--- config.mk ---
export PLATFORM = sky130hd
export DESIGN_NAME = lab_005_alarm_ctrl
export DESIGN_NICKNAME = d
export VERILOG_FILES = /design/src/rtl/lab_005_alarm_ctrl.sv
export SDC_FILE = /design/constraint.sdc
export NUM_CORES = 1
export LEC_CHECK = 0
export BUFFER_PORTS_ARGS = -buffer_cell sky130_fd_sc_hd__buf_2
export CAP_MARGIN = 0
export CORE_MARGIN = 4
export CORE_UTILIZATION = 53
export CTS_CLUSTER_SIZE = 30
export DETAILED_ROUTE_END_ITERATION = 6
export PLACE_DENSITY = 0.82
export SLEW_MARGIN = 20
export SYNTH_ARGS = -nofsm -noshare
export SYNTH_HDL_FRONTEND = slang
export SYNTH_SLANG_ARGS = --single-unit
--- constraint.sdc ---
create_clock -name clk -period 3.5 [get_ports clk]
set_clock_uncertainty 0.15 [all_clocks]
set_input_delay 0.175 -clock clk [delete_from_list [all_inputs] [get_ports clk]]
set_output_delay 0.175 -clock clk [all_outputs]
set_load 0.05 [all_outputs]
--- src/rtl/lab_005_alarm_ctrl.sv ---
// Five-state arming controller: exit delay, entry delay and timed siren around the sensor check.
// Optional door chime output is built when ALARM_CHIME_EN is defined.
module lab_005_alarm_ctrl #(
    parameter int EXIT_CYCLES  = 16,
    parameter int ENTRY_CYCLES = 8,
    parameter int SIREN_CYCLES = 32
) (
    input  logic       clk,
    input  logic       rst_n,
    input  logic       arm_req_i,
    input  logic       disarm_req_i,
    input  logic       alarm_stay_i,
    input  logic [1:0] doors_i,
    input  logic [2:0] windows_i,
    output logic       secure_o,
    output logic [2:0] state_o,
    output logic       armed_o,
    output logic       siren_o,
    output logic [7:0] countdown_o,
    output logic       arm_fault_o
`ifdef ALARM_CHIME_EN
    ,
    output logic       chime_o
`endif
);

    typedef enum logic [2:0] {
        S_DISARMED = 3'd0,
        S_EXIT     = 3'd1,
        S_ARMED    = 3'd2,
        S_ENTRY    = 3'd3,
        S_ALARM    = 3'd4
    } state_e;

    localparam logic [7:0] EXIT_C  = 8'(EXIT_CYCLES);
    localparam logic [7:0] ENTRY_C = 8'(ENTRY_CYCLES);
    localparam logic [7:0] SIREN_C = 8'(SIREN_CYCLES);

    state_e     state_q, state_d;
    logic [7:0] cnt_q, cnt_d;
    logic       stay_q, stay_d;
    logic       fault_q, fault_d;
    logic       armed_q, armed_d;
    logic       siren_q, siren_d;
    logic       breach;
    logic       last_tick;

    assign secure_o  = ~|{doors_i, windows_i};
    // back door or any window is an immediate alarm once armed
    assign breach    = doors_i[1] | (|windows_i);
    assign last_tick = (cnt_q <= 8'd1);

    always_comb begin
        state_d = state_q;
        cnt_d   = cnt_q;
        stay_d  = stay_q;
        fault_d = 1'b0;
        if (disarm_req_i) begin
            state_d = S_DISARMED;
            cnt_d   = 8'd0;
        end else begin
            unique case (state_q)
                S_DISARMED: begin
                    cnt_d = 8'd0;
                    if (arm_req_i) begin
                        if (secure_o) begin
                            state_d = S_EXIT;
                            cnt_d   = EXIT_C;
                            stay_d  = alarm_stay_i;
                        end else begin
                            fault_d = 1'b1;
                        end
                    end
                end
                S_EXIT: begin
                    if (last_tick) begin
                        state_d = S_ARMED;
                        cnt_d   = 8'd0;
                    end else begin
                        cnt_d = cnt_q - 8'd1;
                    end
                end
                S_ARMED: begin
                    cnt_d = 8'd0;
                    if (breach || (doors_i[0] && stay_q)) begin
                        state_d = S_ALARM;
                        cnt_d   = SIREN_C;
                    end else if (doors_i[0]) begin
                        state_d = S_ENTRY;
                        cnt_d   = ENTRY_C;
                    end
                end
                S_ENTRY: begin
                    if (breach || last_tick) begin
                        state_d = S_ALARM;
                        cnt_d   = SIREN_C;
                    end else begin
                        cnt_d = cnt_q - 8'd1;
                    end
                end
                S_ALARM: begin
                    if (last_tick) begin
                        state_d = S_ARMED;
                        cnt_d   = 8'd0;
                    end else begin
                        cnt_d = cnt_q - 8'd1;
                    end
                end
                default: begin
                    state_d = S_DISARMED;
                    cnt_d   = 8'd0;
                end
            endcase
        end
        armed_d = (state_d == S_ARMED) || (state_d == S_ENTRY) || (state_d == S_ALARM);
        siren_d = (state_d == S_ALARM);
    end

    always_ff @(posedge clk or negedge rst_n) begin
        if (!rst_n) begin
            state_q <= S_DISARMED;
            cnt_q   <= 8'd0;
            stay_q  <= 1'b0;
            fault_q <= 1'b0;
            armed_q <= 1'b0;
            siren_q <= 1'b0;
        end else begin
            state_q <= state_d;
            cnt_q   <= cnt_d;
            stay_q  <= stay_d;
            fault_q <= fault_d;
            armed_q <= armed_d;
            siren_q <= siren_d;
        end
    end

    assign state_o     = state_q;
    assign countdown_o = cnt_q;
    assign armed_o     = armed_q;
    assign siren_o     = siren_q;
    assign arm_fault_o = fault_q;

`ifdef ALARM_CHIME_EN
    logic door0_q;
    logic chime_q, chime_d;

    // rising edge of the entry door while the system is off
    assign chime_d = (state_q == S_DISARMED) && doors_i[0] && !door0_q;

    always_ff @(posedge clk or negedge rst_n) begin
        if (!rst_n) begin
            door0_q <= 1'b0;
            chime_q <= 1'b0;
        end else begin
            door0_q <= doors_i[0];
            chime_q <= chime_d;
        end
    end

    assign chime_o = chime_q;
`endif

endmodule

==> impl_metrics.ini, run 1 <==
[critical_path]
rr_worst_depth = 6
crit_fanout = 6
worstSetupPathType = flip-flop to flip-flop
crit_path_cell_trace = inv_1 -> ha_1 -> or2_2 -> a311oi_1 -> nand2_1 -> a21oi_1
ff2ff_setup_slack_ns = 1.54
worst_ep_required_time_ns = 3.57
cp_slowest_cell = dfrtp_1
critPathTopFamily = compound AO/OA/AOI/OAI gates
slowest_delay_ns = 0.42
endpoint_kind = flip-flop
cp.arrival_ns = 2.03
cp-start-kind = flip-flop
r2r-start = countdown_o[0]$_DFF_PN0_
worst-path-buf-inv = 1
r2r_end = state_o[2]$_DFF_PN0_

[sta]
slew_violations = 0
hold_ws_ns = 0.0720
hold_violations = 0
final-setup-viol-count = 0
min_period_ns = 1.96
tightest_slew_ns = 0.557
period_share_pct = 56.0
timing.fmax_ghz = 0.510
setup_tns_ns = 0
rsz0062_at_grt = no
slew_headroom_pct = 62.5

[route]
drt_wl_total_um = 1940
initialDrtViolationCount = 23
viasPerCell = 5.89
vias = 760
ant_nets = 0
drc = 0
firstDrtPassIters = 4
wl_per_cell_um = 15.1

[yosys]
ys_types = 32
synth_compound_area_share_pct = 13.3
muxShareOfSynthArea_pct = 1.36
synthAdderAreaFrac_pct = 3.01
synth_seq_area_share_pct = 45.2
synth_top_family_by_area = simple AND/OR/NAND/NOR gates
synth_area_um2 = 831
syn_area_per_cell_um2 = 9.89
ys_ff_latch = 15
yosys_warnings = 0
synth_xor_area_share_pct = 6.33
synthCells = 84
synth.net_count = 96
synth-simple-area-share_pct = 27.7

[power_and_ir_drop]
switching_share_pct = 24.4
p_sw_w = 0.0000746
p_int_w = 0.000232
pwr_density_cell_nw_per_um2 = 302
share_seq_of_total_power_pct = 58.1
peakVddDrop_v = 0.000277
leakagePower_nw = 0.523
combPwrFrac_pct = 9.2
pwr-share-clk_pct = 32.8

[hold_path]
hp-class = primary input to flip-flop
min_to = state_o[1]$_DFF_PN0_
whs_path_depth = 4
min_from = doors_i[1]

[grt]
grt_pass1_wl_um = 3130
antenna_found_initial = 0
overflow = 0
grtUsageTotal_pct = 20.2
grt_max_degree = 16
grt_pass1_vias = 729

[clock_tree]
clk_pin_slew_ns = 0.09
clk_path_buf_depth = 2
root_buffer = clkbuf_4
clkSinkCount = 15
cts_htree_levels = 1
cts_buffers = 3
clk_latency_ns = 0.29
cts_tree = yes

[cells_and_area]
fin_cells = 129
nNetsFinal = 126
drive_gt1_share_pct = 31.0
fin_area_um2 = 1010
fillers = 119
areaGrowthSynthToFinish_pct = 21.8
antenna_cells = 0

[floorplanning]
core_um2 = 1490
initial_core_util_pct = 55.8
die_y_um = 47.6
die_x_um = 47.6
dieArea_um2 = 2260
io_pins = 25
rows = 14

[place]
port-buffer-count = 24
hpwlAfterDp_um = 1410
place_congestion = 0.822
place_area_um2 = 956
placedCellCount = 122

[outcome]
status = complete, no violations

[job]
drv_cap = 0
## cells in the mapped netlist
cell | n | share of area (%)
or3_1 | 2 | 1.5
a311oi_1 | 1 | 1.1
a211oi_1 | 1 | 0.90
a31o_2 | 1 | 1.1
o22ai_1 | 2 | 1.5
nor3_1 | 3 | 1.8
dfrtp_1 | 15 | 45
nand4_1 | 1 | 0.75
a31oi_1 | 3 | 2.3
xor2_1 | 3 | 3.2
nand2b_1 | 2 | 1.5
nor4_4 | 1 | 2.6
xnor2_1 | 3 | 3.2
ha_1 | 2 | 3.0
inv_1 | 3 | 1.4
nand2_1 | 4 | 1.8
nor4_2 | 1 | 1.5
mux2_2 | 1 | 1.4
o21ai_0 | 3 | 1.8
or4_4 | 1 | 1.4
nand3b_1 | 3 | 2.7
nand3_2 | 1 | 1.2
nand3_1 | 2 | 1.2
clkbuf_1 | 1 | 0.45
o31a_1 | 1 | 1.1
or4b_4 | 1 | 1.7
a21oi_1 | 6 | 3.6
nor2_1 | 11 | 5.0
nor4_1 | 2 | 1.5
or2_2 | 1 | 0.75
nor3b_1 | 1 | 0.90
buf_6 | 1 | 1.4
## tightest hold or removal path: stages
cell     delay (ns)
buf_2          0.09
nor4_1         0.07
o21ai_0        0.08
a21oi_1        0.07
## repair_timing
item | CTS | global route
endpoints found under the hold margin | 17 | 0
hold buffers | 3 | 0
resized for setup | 0 | 0
buffers inserted | 0 | 0
## per-layer routing
layer	share of wire, %	global-route usage [%]
met4	2.1	11.8
met3	6.8	4.14
met5	0	0
met2	49	36.6
met1	42	21.5
## power groups by stage
stage,clock (W),combinational [W],sequential [W]
3_3_place_gp,0,0.0000250,0.000181
6_report,0.000100,0.0000281,0.000178
4_1_cts,0.000100,0.0000282,0.000178
5_1_grt,0.000112,0.0000310,0.000178
3_5_place_dp,0,0.0000256,0.000181
2_1_floorplan,0,0.00000974,0.000184
## layout make-up
| class | count | area [um2] | area share (%) |
|---|---|---|---|
| inverters | 3 | 11.3 | 1.11 |
| well taps | 16 | 20.0 | 1.98 |
| repair buffers | 27 | 150 | 14.8 |
| multi-input cells | 64 | 429 | 42.4 |
| flip-flops and latches | 15 | 375 | 37.1 |
| clock buffers | 4 | 26.3 | 2.60 |
## worst max-delay path by stage
stage | start | end | slack, ns | depth (start not counted)
2_1_floorplan | countdown_o[0]$_DFF_PN0_ | siren_o$_DFF_PN0_ | 1.35 | 6
3_3_place_gp | countdown_o[0]$_DFF_PN0_ | siren_o$_DFF_PN0_ | 1.61 | 6
3_5_place_dp | countdown_o[0]$_DFF_PN0_ | state_o[2]$_DFF_PN0_ | 1.56 | 6
4_1_cts | countdown_o[0]$_DFF_PN0_ | state_o[2]$_DFF_PN0_ | 1.53 | 6
5_1_grt | countdown_o[0]$_DFF_PN0_ | state_o[2]$_DFF_PN0_ | 1.33 | 6
6_report | countdown_o[0]$_DFF_PN0_ | state_o[2]$_DFF_PN0_ | 1.54 | 6
## sequential cells by signal, summed over array words and instances, names as in the netlist
| name | count |
|---|---|
| countdown_o | 8 |
| state_o | 3 |
| arm_fault_o | 1 |
| armed_o | 1 |
| stay_q | 1 |
| siren_o | 1 |
## cell usage in the layout (no fill, tap or decap), types with 4 or more instances in the layout
master,n
a21oi_1,6
buf_2,24
nor2_1,11
dfrtp_1,15
nand2_1,4
## logic make-up after synthesis
kind of cell,count (synthesis)
AOI/OAI and AO/OA,18
xor gates and xnor gates,6
adders and majority gates,2
buffers and inverters,5
DFF,15
muxes,1
and+or+nand+nor,37
## per-stage QoR
step / total power (W) / setup WS, ns / util, %
after CTS: 0.000306 / 1.53 / 68.0
after global routing: 0.000321 / 1.33 / 68.0
after floorplan: 0.000194 / 1.35 / -
after detailed placement: 0.000207 / 1.56 / 64.2
after global placement: 0.000206 / 1.61 / 64.2
final: 0.000306 / 1.54 / 68.0
No activity file was read; power rests on OpenSTA's default activity.
==> inputs of run 2 (changes only) <==
- ABC_AREA: unset -> 1
- CORE_ASPECT_RATIO: unset -> 1.4
- CORE_UTILIZATION: 53 -> 44
- PLACE_DENSITY: 0.82 -> 0.72
- clock period: 3.5 -> 1.7 ns (I/O delays scaled with it)
==> run 2 against run 1 <==
  * Sequential share of layout area decreased by 2.0 points
  * Global-route usage decreased by 4.3 points
  * Core utilization down 8.3 points
  * Worst hold slack got worse by 0.0024 ns
  * Non-clock buffer count up 1
  * First-iteration DRC count fell by 30%
==> impl_metrics.ini, run 2 <==
[outcome]
status = complete, no violations

[cells_and_area]
areaGrowthSynthToFinish_pct = 27.2
fin_cells = 162
largest_reg_flops = 8
fin_area_um2 = 1080
nNetsFinal = 155
fillers = 176
final_cell_mix = 24 x nand2_1, 24 x buf_2, 15 x nor2_1, 13 x inv_1, 13 x dfrtp_1
antenna_cells = 0
drive_gt1_share_pct = 32.4

[floorplanning]
die_x_um = 45.1
initial_core_util_pct = 46.9
rows = 18
dieArea_um2 = 2700
core_um2 = 1800
io_pins = 25
die_y_um = 59.9

[critical_path]
worst_ep_required_time_ns = 1.73
cp-start-kind = flip-flop
rr_worst_depth = 9
cp_slowest_cell = dfrtp_2
slowest_delay_ns = 0.44
endpoint_kind = flip-flop
worst-path-buf-inv = 0
crit_fanout = 4
cp.arrival_ns = 1.65
worstSetupPathType = flip-flop to flip-flop
cpMostUsedCell = nand2_1
r2r-start = countdown_o[0]$_DFF_PN0_
crit_path_cell_trace = ha_1 -> nor2_2 -> nor2_2 -> nand2_2 -> nand2_1 -> a21oi_2 -> nand2_1 -> nand2_2 -> nand2_1
worstSetupStartpoint = countdown_o[0]$_DFF_PN0_
critPathTopFamily = simple AND/OR/NAND/NOR gates
path_depth = 9

[yosys]
ys_types = 20
synth_most_common_cell = nand2_1
syn_area_per_cell_um2 = 7.69
synth-edff-count = 0
synth_seq_area_share_pct = 44.4
synth_top_area_share_pct = 44.4
synth_common_cells = 25 x nand2_1, 18 x nor2_1, 15 x dfrtp_1, 15 x inv_1, 7 x nand3_1
ys_ff_latch = 15
synthCells = 110
yosys_warnings = 0
synth_top_flop_cell = dfrtp_1
synth.net_count = 122
synth_area_um2 = 846
yosysTopAreaCell = dfrtp_1
yosys-top-cells-area = dfrtp_1 44%, nand2_1 11%, nor2_1 8.0%
async_reset_ff_share_pct = 100

[sta]
period_share_pct = 95.5
timing.fmax_ghz = 0.616
min_period_ns = 1.62
tightest_slew_ns = 0.368
slew_headroom_pct = 75.2
hold_ws_ns = 0.0696
hold_violations = 0
final-setup-viol-count = 0
slew_violations = 0

[hold_path]
hp-class = primary input to flip-flop
whs_path_depth = 5
min_from = windows_i[1]

[clock_tree]
cts_buffers = 3
clk_latency_ns = 0.28
clk_pin_slew_ns = 0.09
cts_htree_levels = 1
root_buffer = clkbuf_4
clkSinkCount = 15
cts_tree = yes
clk_path_buf_depth = 2
postCtsSetupBuffers = 0

[power_and_ir_drop]
pwr_density_cell_nw_per_um2 = 585
leakagePower_nw = 0.642
peakVddDrop_v = 0.000361

[place]
place_congestion = 0.947
place_area_um2 = 996
placedCellCount = 154
port-buffer-count = 24
hpwlAfterDp_um = 1430

[route]
vias = 802
initialDrtViolationCount = 16
drt_wl_total_um = 1920
firstDrtPassIters = 4
wl_per_cell_um = 11.9
ant_nets = 0
drc = 0
viasPerCell = 4.95

[grt]
grt_max_degree = 16
grt_pass1_vias = 767
grtUsageTotal_pct = 15.9
overflow = 0
grt_pass1_wl_um = 3190
antenna_found_initial = 0

[job]
drv_cap = 0
-- run 2: cell count changes in the layout (fill, tap and decap cells not counted), sizes merged, moves of 3 or more --
cell,before,now
nand2,4,28
nor4,4,0
nand3b,3,0
nor2,11,20
nand3,3,9
inv,3,16
-- run 2: layout make-up --
cell class	count	area (um2)	area share, %
inverters	16	60.1	5.58
flip-flops and latches	15	378	35.1
clock buffers	4	26.3	2.44
multi-input cells	79	427	39.7
repair buffers	28	160	14.9
well taps	20	25.0	2.33
-- run 2: logic make-up after synthesis --
logic type | after synthesis | synth area share, %
AND/OR/NAND/NOR | 63 | 34.2
buffers and inverters | 16 | 7.10
flip-flops | 15 | 44.4
AO/OA/AOI/OAI | 8 | 5.18
XOR/XNOR | 6 | 6.21
adder cells (fa/ha/maj) | 2 | 2.96
-- run 2: where the power goes --
part	switching [W]	internal, W
clock network	0.000112	0.0000910
registers	0.00000343	0.000363
logic	0.0000376	0.0000225
total	0.000153	0.000477
-- run 2: what timing repair did --
action,in CTS,in global routing
resized for setup,0,5
hold buffers,4,0
setup endpoints to repair,0,10
endpoints found under the hold margin,21,0
-- run 2: worst min-delay path, stage by stage --
cell and delay, ns:
buf_2 0.07, nor2_1 0.04, nand2_1 0.08, nor2_1 0.08, nor2_1 0.11
-- run 2: routing by layer --
layer	track usage, %	routed length (um)	vias to the layer above
met5	0	0	-
met4	5.44	11	0
met3	1.81	92	2
met2	28.5	1030	26
met1	19.1	791	363
li1	-	-	411
-- run 2: path summary, 6_finish.rpt --
| kind | end | slack [ns] |
|---|---|---|
| setup / recovery | armed_o$_DFF_PN0_ | 0.08 |
| hold reg to reg | countdown_o[0]$_DFF_PN0_ | 0.33 |
| min in group asynchronous | countdown_o[4]$_DFF_PN0_ | 0.08 |
| hold / removal | arm_fault_o$_DFF_PN0_ | 0.07 |
| max in group asynchronous | countdown_o[1]$_DFF_PN0_ | 1.04 |
| setup reg to reg | armed_o$_DFF_PN0_ | 0.08 |
-- run 2: metrics by stage --
stage	power [W]	TNS [ns]	util (%)	worst slack (ns)
after floorplan	0.000400	0	-	0.00790
after global placement	0.000425	0	55.3	0.123
after detailed placement	0.000427	0	55.3	0.0893
after CTS	0.000638	0	59.0	0.0686
after global routing	0.000665	-0.0382	59.7	-0.0144
final	0.000630	0	59.7	0.0762
